File: src/rtl/param_register_file.sv
`default_nettype none
// ============================================================================
//  Module   : param_register_file
//  Purpose  : Parametrised multi-read-port register file with write-to-read
//             bypass, optional hardwired zero register and a per-register
//             busy scoreboard. Reads/reserves come from the decoder, writes
//             come from the result writeback stage.
//  Ports    : clk, rst        - clock, synchronous active-high reset
//             rd_en/rd_addr   - per-port read request (NUM_RD packed ports)
//             rd_data/rd_busy - registered per-port read data and busy flag
//             wr_en/wr_addr/wr_data - writeback port (clears busy)
//             rsv_en/rsv_addr - reserve request (sets busy)
//             rsv_stall       - combinational: reserve target still busy
//  Revision : 1.0 - initial release
// ============================================================================
module param_register_file #(
    parameter int DATA_W   = 32,
    parameter int ADDR_W   = 4,
    parameter int NUM_RD   = 2,
    parameter int ZERO_REG = 0
) (
    input  logic                     clk,
    input  logic                     rst,
    input  logic [NUM_RD-1:0]        rd_en,
    input  logic [NUM_RD*ADDR_W-1:0] rd_addr,
    output logic [NUM_RD*DATA_W-1:0] rd_data,
    output logic [NUM_RD-1:0]        rd_busy,
    input  logic                     wr_en,
    input  logic [ADDR_W-1:0]        wr_addr,
    input  logic [DATA_W-1:0]        wr_data,
    input  logic                     rsv_en,
    input  logic [ADDR_W-1:0]        rsv_addr,
    output logic                     rsv_stall
);

    localparam int DEPTH = 2 ** ADDR_W;

    logic [DATA_W-1:0] r_mem [DEPTH];
    logic [DEPTH-1:0]  r_busy;
    logic [DEPTH-1:0]  w_busy_nxt;

    logic [DATA_W-1:0] r_rd_data [NUM_RD];
    logic [NUM_RD-1:0] r_rd_busy;
    logic [ADDR_W-1:0] w_rd_addr [NUM_RD];

    logic w_wr_zero;
    logic w_rsv_zero;
    logic w_wr_ok;
    logic w_rsv_ok;

    // Address 0 is dropped entirely when it is the hardwired zero register.
    assign w_wr_zero  = (ZERO_REG != 0) && (wr_addr == '0);
    assign w_rsv_zero = (ZERO_REG != 0) && (rsv_addr == '0);
    assign w_wr_ok    = wr_en && !w_wr_zero;

    // A same-cycle write to the reserved register retires the old producer,
    // so the new reserve may proceed without stalling.
    assign rsv_stall = rsv_en && !w_rsv_zero && r_busy[rsv_addr]
                       && !(w_wr_ok && (wr_addr == rsv_addr));
    assign w_rsv_ok  = rsv_en && !w_rsv_zero && !rsv_stall;

    // Post-update busy vector: reserve wins over write so the new producer
    // owns the register after a same-cycle write + reserve.
    always_comb begin
        w_busy_nxt = r_busy;
        if (w_wr_ok) begin
            w_busy_nxt[wr_addr] = 1'b0;
        end
        if (w_rsv_ok) begin
            w_busy_nxt[rsv_addr] = 1'b1;
        end
    end

    always_ff @(posedge clk) begin
        if (rst) begin
            for (int i = 0; i < DEPTH; i++) begin
                r_mem[i] <= '0;
            end
            r_busy <= '0;
        end else begin
            if (w_wr_ok) begin
                r_mem[wr_addr] <= wr_data;
            end
            r_busy <= w_busy_nxt;
        end
    end

    generate
        for (genvar p = 0; p < NUM_RD; p++) begin : g_rd_port
            assign w_rd_addr[p]                  = rd_addr[p*ADDR_W +: ADDR_W];
            assign rd_data[p*DATA_W +: DATA_W]   = r_rd_data[p];
            assign rd_busy[p]                    = r_rd_busy[p];
        end
    endgenerate

    // Registered read ports; disabled ports hold their last value.
    always_ff @(posedge clk) begin
        if (rst) begin
            for (int p = 0; p < NUM_RD; p++) begin
                r_rd_data[p] <= '0;
            end
            r_rd_busy <= '0;
        end else begin
            for (int p = 0; p < NUM_RD; p++) begin
                if (rd_en[p]) begin
                    if ((ZERO_REG != 0) && (w_rd_addr[p] == '0)) begin
                        r_rd_data[p] <= '0;
                        r_rd_busy[p] <= 1'b0;
                    end else begin
                        if (w_wr_ok && (wr_addr == w_rd_addr[p])) begin
                            r_rd_data[p] <= wr_data;
                        end else begin
                            r_rd_data[p] <= r_mem[w_rd_addr[p]];
                        end
                        r_rd_busy[p] <= w_busy_nxt[w_rd_addr[p]];
                    end
                end
            end
        end
    end

endmodule
`default_nettype wire

File: config.mk
export PLATFORM = sky130hd
export DESIGN_NAME = param_register_file
export DESIGN_NICKNAME = d
export VERILOG_FILES = /design/src/rtl/param_register_file.sv
export SDC_FILE = /design/constraint.sdc
export NUM_CORES = 1
export LEC_CHECK = 0
export CAP_MARGIN = 20
export CORE_AREA = 10 10 347 181
export DETAILED_ROUTE_END_ITERATION = 8
export DIE_AREA = 0 0 357 191
export GPL_ROUTABILITY_DRIVEN = 0
export MAX_ROUTING_LAYER = met4
export PLACE_DENSITY_LB_ADDON = 0.08
export SLEW_MARGIN = 10
export SYNTH_ARGS = -nofsm -noshare
export SYNTH_HDL_FRONTEND = slang
export SYNTH_SLANG_ARGS = --single-unit
export TNS_END_PERCENT = 10
File: constraint.sdc
create_clock -name clk -period 4.75 [get_ports clk]
set_input_delay 0.7125 -clock clk [delete_from_list [all_inputs] [get_ports clk]]
set_output_delay 0.7125 -clock clk [all_outputs]
set_load 0.02 [all_outputs]
==> Word level (Yosys, flattened, before mapping) <==
Memories as Yosys holds them, arrays and structs flattened.
Cells that the tools add are included.
{ "totals": {"ff_bits": 18, "mem_count": 2, "inputBits": 54, "mem_bits_rw": 576, "out_inout_bits": 67, "elab_cells": 72} }
{ "memory_table": {"columns": ["name", "depth", "width", "rd", "rd_ports_with_merged_regs", "write_ports", "line_no", "rtl"], "rows": [
  ["r_mem", 16, 32, 2, 0, 16, "38", "logic [DATA_W-1:0] r_mem [DEPTH];"],
  ["r_rd_data", 2, 32, 2, 0, 2, "42", "logic [DATA_W-1:0] r_rd_data [NUM_RD];"]
]} }
{ "classes": {"eq_ne": 3, "order_cmp": 6, "bitwise": 7, "n_mux": 40, "n_reduce_logical": 11} }
{ "ops": {"columns": ["cell", "count"], "rows": [
  ["two-way mux 32 bit", 5],
  ["two-way mux 16 bit", 2],
  ["OR reduction 32 bit", 1],
  ["two-way mux 1 bit", 27],
  ["less-than comparator 4 x 5 -> 1 bit, second input constant", 4],
  ["bitwise AND 16 bit", 1],
  ["inverter 16 bit", 1],
  ["bitwise OR 16 bit", 1],
  ["binary-select mux 1 bit (select 4 bit)", 3],
  ["== test 4 bit", 3],
  ["demux 1 bit (select 4 bit)", 2],
  [">= comparator 4 x 1 -> 1 bit, second input constant", 2],
  ["logical AND 1 bit", 8],
  ["two-way mux 4 bit", 1],
  ["bitwise OR 1 bit", 4],
  ["logical NOT 1 bit", 2]
]} }

==> Longest topological paths before layout <==
Gate-level depths: netlist of the first run.
{ "logic_depth": {"ltp_word": 11, "mapped_depth": 11, "mapped_depth_nobuf": 8} }

==> Worst setup path after synthesis of the first run <==
No wires, ideal clock.
{ "synth_timing": {"path_kind": "input to register", "startpoint": "input port wr_addr[3]", "endpoint": "memory r_mem[11][0], enable pin", "setup_time_ps": 466, "setup_slack_ps": 301, "path_buffers": 2, "required_ps": 4284, "arrival_time_ps": 3984, "stages": 5, "cell_sequence": "clkbuf_1 -> clkbuf_1 -> nand2b_1 -> or2_2 -> o21ai_0"} }
{ "synth_rtl": {"columns": ["item", "line_no", "rtl"], "rows": [
  ["from (decl)", "29", "input logic [ADDR_W-1:0] wr_addr,"],
  ["to (decl)", "38", null]
]} }

==> Final worst setup path of the first run <==
{ "layout_timing": {"startpoint": "input port rsv_addr[0]", "endpoint": "output port rsv_stall"} }
{ "layout_between": {"elab_chain_len": 4, "word_cells_on_any_way": 7, "classes_between": "eq/ne (1); mux (2); reduce/logical (4)"} }
{ "layout_lines": {"columns": ["item", "line_no", "rtl"], "rows": [
  ["from (decl)", "32", "input logic [ADDR_W-1:0] rsv_addr,"],
  ["binary-select mux 1 bit (select 4 bit) / == test 4 bit (equally long branches)", "58, 59", null],
  ["two-way mux 1 bit (implied by the code) / logical AND 1 bit (equally long branches)", "58, 59", null],
  ["logical AND 1 bit / logical NOT 1 bit (equally long branches)", "58, 59", null],
  ["logical AND 1 bit *", "59", "&& !(w_wr_ok && (wr_addr == rsv_addr));"],
  ["to (decl)", "33", "output logic rsv_stall"]
]} }
Mark *: on every way between the ends. The rest lies on a longest branch, timed or not. The select of a mux whose other input is x is not followed.

==> run metrics, run 1 <==
syn nets 2094; initial antenna violation count 3; Reg clk slew, reported paths 0.06 ns; Synth Instances around 2000; measured slew at the worst slew-check pin 1.055 ns; setup bufs post-CTS 0; outcome complete, no violations; area grow syn2layout 12.87%; commonest non-fill, non-tap cell in the layout edfxtp_1; number of global-route vias before repair 19260; routed wire length 94830 um; number of synthesis warnings 0; placed cell count 2801; Initial Utilization 54.61%; CP required 4.04 ns; Max Buffers Root-to-Sink 3; Ports 121; worst setup margin 0.7950 ns; die height 191 um; main area contributors after synthesis edfxtp_1 56%, mux4_2 23%, and2_1 10%, clkbuf_1 1.9%, o21ai_0 1.3%; nets 2144; nature of the critical path startpoint primary input; Final ANT Viol Nets 0; first-pass GRT wire length between 100000 and 150000 um; Top FF cell, synth edfxtp_1; Row Count 62; largest area contributor in the netlist edfxtp_1; final period utilization 83.26%; die area 68190 um2; crit path kind in -> out; crit end category primary output; gr usage total 28.79%; post-synthesis register bit count 594; Num CTS Buffers 55; Hold WC Path Type reg -> reg; # resized after CTS 0; layout cell share with drive strength beyond 1 23.87%; Final Setup Violations 0; Vias per Instance 6.650; total number of vias 19320; synthesized cell area 31010 um2; most frequent cells in the layout 576 x edfxtp_1, 519 x and2_1, 322 x mux4_2; cts hold-fix bufs 0; total gr overflow 0; RSZ-0062 raised after global routing false; Num Clock Sinks just under 600; Worst Skew about 0.013 ns; largest net degree at the start of global routing 86; number of remaining DRC errors 0; Skew-Pair Late Insertion Delay 0.61 ns; average wire per standard cell roughly 33 um; Fill cells approximately 4200; Total Power 12.26 mW; Max VDD drop 0.0002510 V; DP Worst Slack 0.7793 ns; Tmin final 3.955 ns; leak pwr 11.86 nW; max cap viols 0; register area share after synthesis 56.94%; TritonCTS clock tree done; DRT iter0 DRCs 2853; highest clock rate 252.8 MHz; Syn Area/Cell 15.20 um2; slew margin rel. 29.68%; htree depth 2; Slew Limit Fails 0; IO buf count between 100 and 150; crit-path max FO 15; CTS root buf clkbuf_16; Async S/R FF share, synth 0%; Final Non-Filler Cells 2905; Layout Utilization 61.64%; TNS Setup 0 ns; Synth top area share 55.78%; HPWL after DPL 53080 um; final hold vios 0; CP Data Arrival Time 3.24 ns; Die X about 360 um; Core ar. 56780 um2; Post-synth EDFFs 576; Pre-antenna DRT Iters 5; Pwr Density 350.2 nW/um2; Netlist cell types 52
cell families (layout without fill, tap and decap cells):
kind of cell,after synthesis,count (layout),synth area share (%)
flip-flops,594,594,56.94
other,0,5,0
buffers and inverters,231,323,2.836
AND/OR/NAND/NOR,750,750,13.85
multiplexers,329,329,23.63
AO/OA/AOI/OAI,123,123,2.380
XOR/XNOR,13,13,0.3672
registers in the layout, summed over array words and instances (netlist names):
name       count
rd_busy        2
r_rd_data     64
r_mem        512
r_busy        16
final cells by class:
cell class | instances | area (um2) | share of cell area [%]
Timing Repair Buffer | 185 | 1862 | 5.319
Tap cell | 768 | 960.9 | 2.745
Clock inverter | 22 | 205.2 | 0.5862
Inverter | 39 | 146.4 | 0.4182
Clock buffer | 77 | 1479 | 4.225
Antenna cell | 5 | 12.51 | 0.03574
Sequential cell | 594 | 17660 | 50.44
Multi-Input combinational cell | 1215 | 12680 | 36.23
power by group:
part / total (mW) / switching, mW / internal, mW
Combinational: 1.65 / 0.892 / 0.757
Clock: 4.35 / 1.97 / 2.38
Sequential: 6.26 / 0.159 / 6.10
metal layers:
layer  vias to the layer above  global-route usage, %  share of wire (%)
met1                     10040                  42.11                 42
met3                       129                  6.655                 12
met2                      1267                  41.63                 45
met5                         -                      -                  0
met4                         0                  4.992                1.7
li1                       7881                      -                  -
synth_stat cells (2+ instances only):
cell type / count
edfxtp_1: 576
a31oi_1: 4
nor2b_1: 10
nor4_1: 3
nand2_1: 95
xnor2_1: 7
a211oi_1: 3
o21a_1: 2
buf_1: 31
or2_2: 2
xor2_1: 6
a2111oi_0: 3
a21oi_1: 7
mux2i_1: 3
and2_1: 519
nor2_1: 45
nand3_1: 37
nor3b_1: 2
nand2b_1: 9
nand4_1: 2
dfxtp_1: 18
or3_1: 3
mux2_2: 4
clkbuf_1: 156
nand3b_1: 5
o211ai_1: 2
inv_1: 39
mux4_2: 322
o2111ai_1: 2
nor3_1: 14
a22oi_1: 2
buf_2: 4
o41a_1: 2
o21ai_0: 83
worst max-delay path, stage by stage:
cell and delay, ns:
clkdlybuf4s50_1 0.89, mux4_2 0.59, mux2_2 0.30, mux2i_1 0.15
nor2_1 0.06, clkdlybuf4s50_1 0.53
per-stage QoR:
stage          hold slack, ns  instance area, um2
6_report               0.5672               35000
5_1_grt                0.6259               34990
4_1_cts                0.5702               34990
3_5_place_dp           0.5542               33310
3_3_place_gp           0.5668               33310
2_1_floorplan          0.4824               31010
path summary, 6_finish.rpt:
check                                  end  depth (start not counted)  slack [ns]   startpoint
worst max-delay path             rsv_stall                          6        0.79  rsv_addr[0]
worst min-delay path             r_busy[1]                          2        0.57    r_busy[1]
worst max register to register  rd_busy[1]                          7        2.05    r_busy[5]
worst min register to register   r_busy[1]                          2        0.57    r_busy[1]
(Power assumes the default switching activity.)
==> run 2: changes to the inputs <==
==> constraint.sdc (replaced) <==
create_clock -name clk -period 3.7 [get_ports clk]
set_input_delay 0.555 -clock clk [delete_from_list [all_inputs] [get_ports clk]]
set_output_delay 0.555 -clock clk [all_outputs]
set_load 0.02 [all_outputs]
==> run 2 against run 1 <==
Net effect:
- core utilization is 0.63 points higher
- clock skew grew 0.0089 ns
- count of clock-buffer cells in the layout is 7 lower
- critical path type unchanged
==> run metrics, run 2 (same netlist as run 1, synthesis figures left out) <==
reg-to-reg setup timing slack about 0.74 ns; Worst Path Buf+Inv 3; critical path's top delay family buffers and inverters; final period utilization 90.05%; first-pass GRT wire length 137200 um; Vias per Instance 6.628; Die X 357 um; Skew-Pair Late Insertion Delay 0.61 ns; Ports 121; most frequent cells in the layout 576 x edfxtp_1, 519 x and2_1, 322 x mux4_2; area grow syn2layout 14.03%; RSZ-0062 raised after global routing false; TritonCTS clock tree done; # resized after CTS 0; Row Count 62; fin area 35360 um2; crit end category primary output; leak pwr 12.03 nW; CP Data Arrival Time between 2 and 3 ns; clock share of power 35.2%; r2r endpoint rd_busy[1]; Final ANT Viol Nets 0; worst setup margin 0.3681 ns; Max VDD drop 0.0003355 V; Total Power 15.69 mW; Final Setup Violations 0; placed cell area 33690 um2; routed wire length 93720 um; slew margin rel. 34.73%; Slew Limit Fails 0; Reg clk slew, reported paths 0.07 ns; total gr overflow 0; max FFs per register approximately 510; Num Clock Sinks 594; reg-to-reg startpoint r_busy[11]; Max Buffers Root-to-Sink 3; CP cell instances clkdlybuf4s50_1, buf_4, mux2i_1, and3_1, nor4_1, mux2i_1, nor2_1, clkdlybuf4s50_1; Pre-antenna DRT Iters 6; hold wc startpoint r_busy[0]; Flop pwr share 51.1%; crit path kind in -> out; setup bufs post-CTS 0; cts hold-fix bufs 0; combinational power share 13.7%; Initial Utilization 54.61%; CTS root buf clkbuf_16; outcome complete, no violations; commonest non-fill, non-tap cell in the layout edfxtp_1; switching pwr 3.897 mW; Core ar. 56780 um2; nature of the critical path startpoint primary input; layout cell share with drive strength beyond 1 24.77%; DP Worst Slack 0.05018 ns; die height 191 um; Register Area roughly 18000 um2; DRT iter0 DRCs 2793; htree depth 2; Hold WC Path Type reg -> reg; area of the multi-input gates 12740 um2; number of remaining DRC errors 0; Power Internal 11.79 mW; average wire per standard cell 32.07 um; nets 2164; Worst Skew between 0.02 and 0.025 ns; CP required 3.14 ns; largest net degree at the start of global routing 65; Tmin final 3.332 ns; Final Non-Filler Cells 2922; max cap viols 0; TNS Setup 0 ns; Worst Hold Depth 2; CP max stage delay 0.61 ns; Largest regs r_mem x512, r_rd_data x64, r_busy x16; slowest stage cell, crit path clkdlybuf4s50_1; die area a little under 70000 um2; final hold vios 0; total number of vias between 15000 and 20000; Biggest register r_mem; initial antenna violation count 4; Pwr Density approximately 440 nW/um2; Num CTS Buffers between 50 and 60; IO buf count 120; hold endpoint r_busy[0]; Sw Ratio 24.84%; HPWL after DPL between 50000 and 60000 um; Fill cells 4237; placed cell count 2822; number of global-route vias before repair just under 20000; crit-path max FO 15; measured slew at the worst slew-check pin 0.9791 ns; gr usage total 28.49%; highest clock rate roughly 300 MHz; worst reg2reg path depth 8
-- run 2: changes by cell type in the layout (fill, tap and decap cells not counted), sizes merged --
cell and delta:
bufinv -1, clkbuf -7, buf +21, diode -3, inv -1, clkinv +8
-- run 2: power groups by stage --
stage	combinational [mW]	sequential [mW]	clock (mW)
2_1_floorplan	1.19	8.20	0
3_3_place_gp	2.12	8.13	0
3_5_place_dp	2.14	8.16	0
4_1_cts	2.15	8.02	5.56
5_1_grt	2.26	8.06	5.84
6_report	2.15	8.02	5.52
-- run 2: worst max-delay path by stage --
stage,slack (ns),from,cells after the start,to
after floorplan,-0.58,wr_addr[3],5,r_mem[9][0]
after global placement,0.15,rsv_addr[0],10,rd_busy[1]
after detailed placement,0.05,rsv_addr[0],10,rd_busy[1]
after CTS,0.38,rsv_addr[0],8,rsv_stall
after global routing,0.20,rsv_addr[0],8,rsv_stall
final,0.37,rsv_addr[0],8,rsv_stall
-- run 2: worst reg2reg max path: stages, from the launching register on --
cell and delay (ns):
dfxtp_1 0.39, mux2i_1 0.13, and3_1 0.20, nor4_1 0.37
a21oi_1 0.39, a32o_1 0.40, a311o_1 0.32, nor4b_1 0.55
a211oi_2 0.08
-- run 2: area by class of cell --
type,instances,share of cell area [%]
flip-flops and latches,594,49.93
multi-input cells,1215,36.02
clock buffers,70,4.108
repair buffers,206,6.206
diodes,2,0.01415
clock inverters,28,0.5944
well taps,768,2.717
inverters,39,0.4140
-- run 2: stage by stage --
step / util (%) / hold slack [ns]
2_1_floorplan: - / 0.4824
3_3_place_gp: 59.34 / 0.5509
3_5_place_dp: 59.34 / 0.5626
4_1_cts: 62.27 / 0.5782
5_1_grt: 62.28 / 0.6534
6_report: 62.28 / 0.5880
-- run 2: metal layers --
| layer | up-vias | track usage (%) | part of all wire, % |
|---|---|---|---|
| met1 | 10010 | 40.30 | 40 |
| met5 | - | - | 0 |
| met3 | 173 | 7.129 | 12 |
| met2 | 1265 | 41.51 | 45 |
| li1 | 7919 | - | - |
| met4 | 0 | 6.815 | 2.4 |
==> run 3: changes to the inputs <==
==> constraint.sdc (replaced) <==
create_clock -name clk -period 3.7 [get_ports clk]
set_input_delay 0.37 -clock clk [delete_from_list [all_inputs] [get_ports clk]]
set_output_delay 0.37 -clock clk [all_outputs]
set_load 0.02 [all_outputs]
==> run 3 against run 2 <==
Net effect:
- via count decreased by 0.58%
- largest cell class unchanged
- core utilization about the same
- clock power increased by 3%
- critical path type unchanged
- largest power group unchanged
- maximum frequency increased by 0.77%
- register-to-register slack improved by 0.14 ns
- count of clock-buffer cells in the layout decreased by 2
- clock skew increased by 0.00093 ns
- cell area about the same
- setup slack improved by 0.025 ns
==> run metrics, run 3 (same netlist as run 1, synthesis figures left out) <==
final hold vios 0; Pre-antenna DRT Iters 6; Highest Signal Layer met4; number of global-route vias before repair 19500; IO buf count 120; initial antenna violation count 5; gr usage total 28.43%; final period utilization between 80% and 90%; setup bufs post-CTS 0; RSZ-0062 raised after global routing false; crit-path max FO 12; reg-to-reg setup timing slack ~0.88 ns; CTS root buf clkbuf_16; CP Data Arrival Time 2.94 ns; Initial Utilization approximately 55%; fin area 35370 um2; Pwr Density around 450 nW/um2; most frequent cells in the layout 576 x edfxtp_1, 519 x and2_1, 322 x mux4_2; highest clock rate 302.4 MHz; clock share of power 36.0%; leak pwr 12.00 nW; switching pwr around 3.9 mW; Min Hold Slack 0.3025 ns; cts hold-fix bufs 0; routed wire length 93880 um; slew margin rel. 38.59%; Core ar. 56780 um2; average wire per standard cell 32.26 um; total number of vias between 15000 and 20000; Largest regs r_mem x512, r_rd_data x64, r_busy x16; ANT cells 0; crit path kind in -> out; Fill cells 4169; Skew-Pair Late Insertion Delay roughly 0.61 ns; largest net degree at the start of global routing 93; HPWL after DPL roughly 53000 um; WL met3 10810 um; Register Area between 15000 and 20000 um2; Power Internal 11.97 mW; outcome complete, no violations; DR WL met2 42710 um; Met1 Wirelength about 38000 um; Max VDD drop 0.0003454 V; Tmin final 3.306 ns; Flop pwr share 50.5%; Row Count 62; commonest non-fill, non-tap cell in the layout edfxtp_1; Die X 357 um; nets 2156; Sw Ratio 24.67%; placed cell count 2813; die height 191 um; TritonCTS clock tree done; Reg clk slew, reported paths 0.06 ns; Slew Limit Fails 0; CP required 3.33 ns; Num CTS Buffers 55; first-pass GRT wire length 137000 um; crit end category primary output; nature of the critical path startpoint primary input; Num Clock Sinks 594; area grow syn2layout 14.05%; Final Setup Violations 0; Hold WC Path Type in -> reg; Ports about 120; placed cell area 33640 um2; Max Buffers Root-to-Sink 3; max FFs per register 512; die area between 60000 and 70000 um2; layout cell share with drive strength beyond 1 between 20% and 30%; total gr overflow 0; measured slew at the worst slew-check pin 0.9212 ns; area of the multi-input gates 12740 um2; Total Power 15.88 mW; Vias per Instance 6.616; number of remaining DRC errors 0; Worst Skew 0.02305 ns; max cap viols 0; # resized after CTS 0; Final Non-Filler Cells 2910; Final ANT Viol Nets 0; Biggest register r_mem; DRT iter0 DRCs 2741; combinational power share approximately 14%; htree depth 2; Layout Utilization 62.28%
[run 3: area by class of cell]
type | instances | share of cell area [%]
Clock buffer | 68 | 4.150
Multi-Input combinational cell | 1215 | 36.01
Timing Repair Buffer | 197 | 6.049
Clock inverter | 29 | 0.7358
Sequential cell | 594 | 49.92
Inverter | 39 | 0.4139
Tap cell | 768 | 2.717
[run 3: power by group through the flow]
stage	Sequential, mW	Combinational [mW]	Clock [mW]
6_report	8.03	2.14	5.71
5_1_grt	8.07	2.24	6.02
4_1_cts	8.02	2.14	5.74
3_5_place_dp	8.16	2.13	0
3_3_place_gp	8.12	2.11	0
2_1_floorplan	8.20	1.19	0
[run 3: routing by layer]
| layer | up-vias | track usage (%) |
|---|---|---|
| met5 | - | - |
| met4 | 0 | 6.719 |
| met3 | 174 | 7.765 |
| met2 | 1197 | 42.03 |
| met1 | 9984 | 39.30 |
| li1 | 7898 | - |
[run 3: stage by stage]
| step | setup WS [ns] | setup TNS [ns] |
|---|---|---|
| final | 0.3935 | 0 |
| after global routing | 0.2548 | 0 |
| after CTS | 0.4263 | 0 |
| after detailed placement | 0.08065 | 0 |
| after global placement | 0.1780 | 0 |
| after floorplan | -0.3982 | -46.49 |
[run 3: final timing paths]
check	startpoint	end	cells past startpoint
worst min-delay path	rd_addr[0]	rd_busy[0]	3
worst max-delay path	rsv_addr[0]	rsv_stall	7
worst min register to register	rd_busy[1]	rd_busy[1]	2
worst max register to register	r_busy[0]	rd_busy[1]	8
[run 3: critical path, stage by stage]
cell and delay [ns]:
clkdlybuf4s50_1 0.86, mux2i_1 0.22, and3_1 0.24, nor4_1 0.39, mux2i_1 0.13, nor2_1 0.12
clkdlybuf4s50_1 0.61
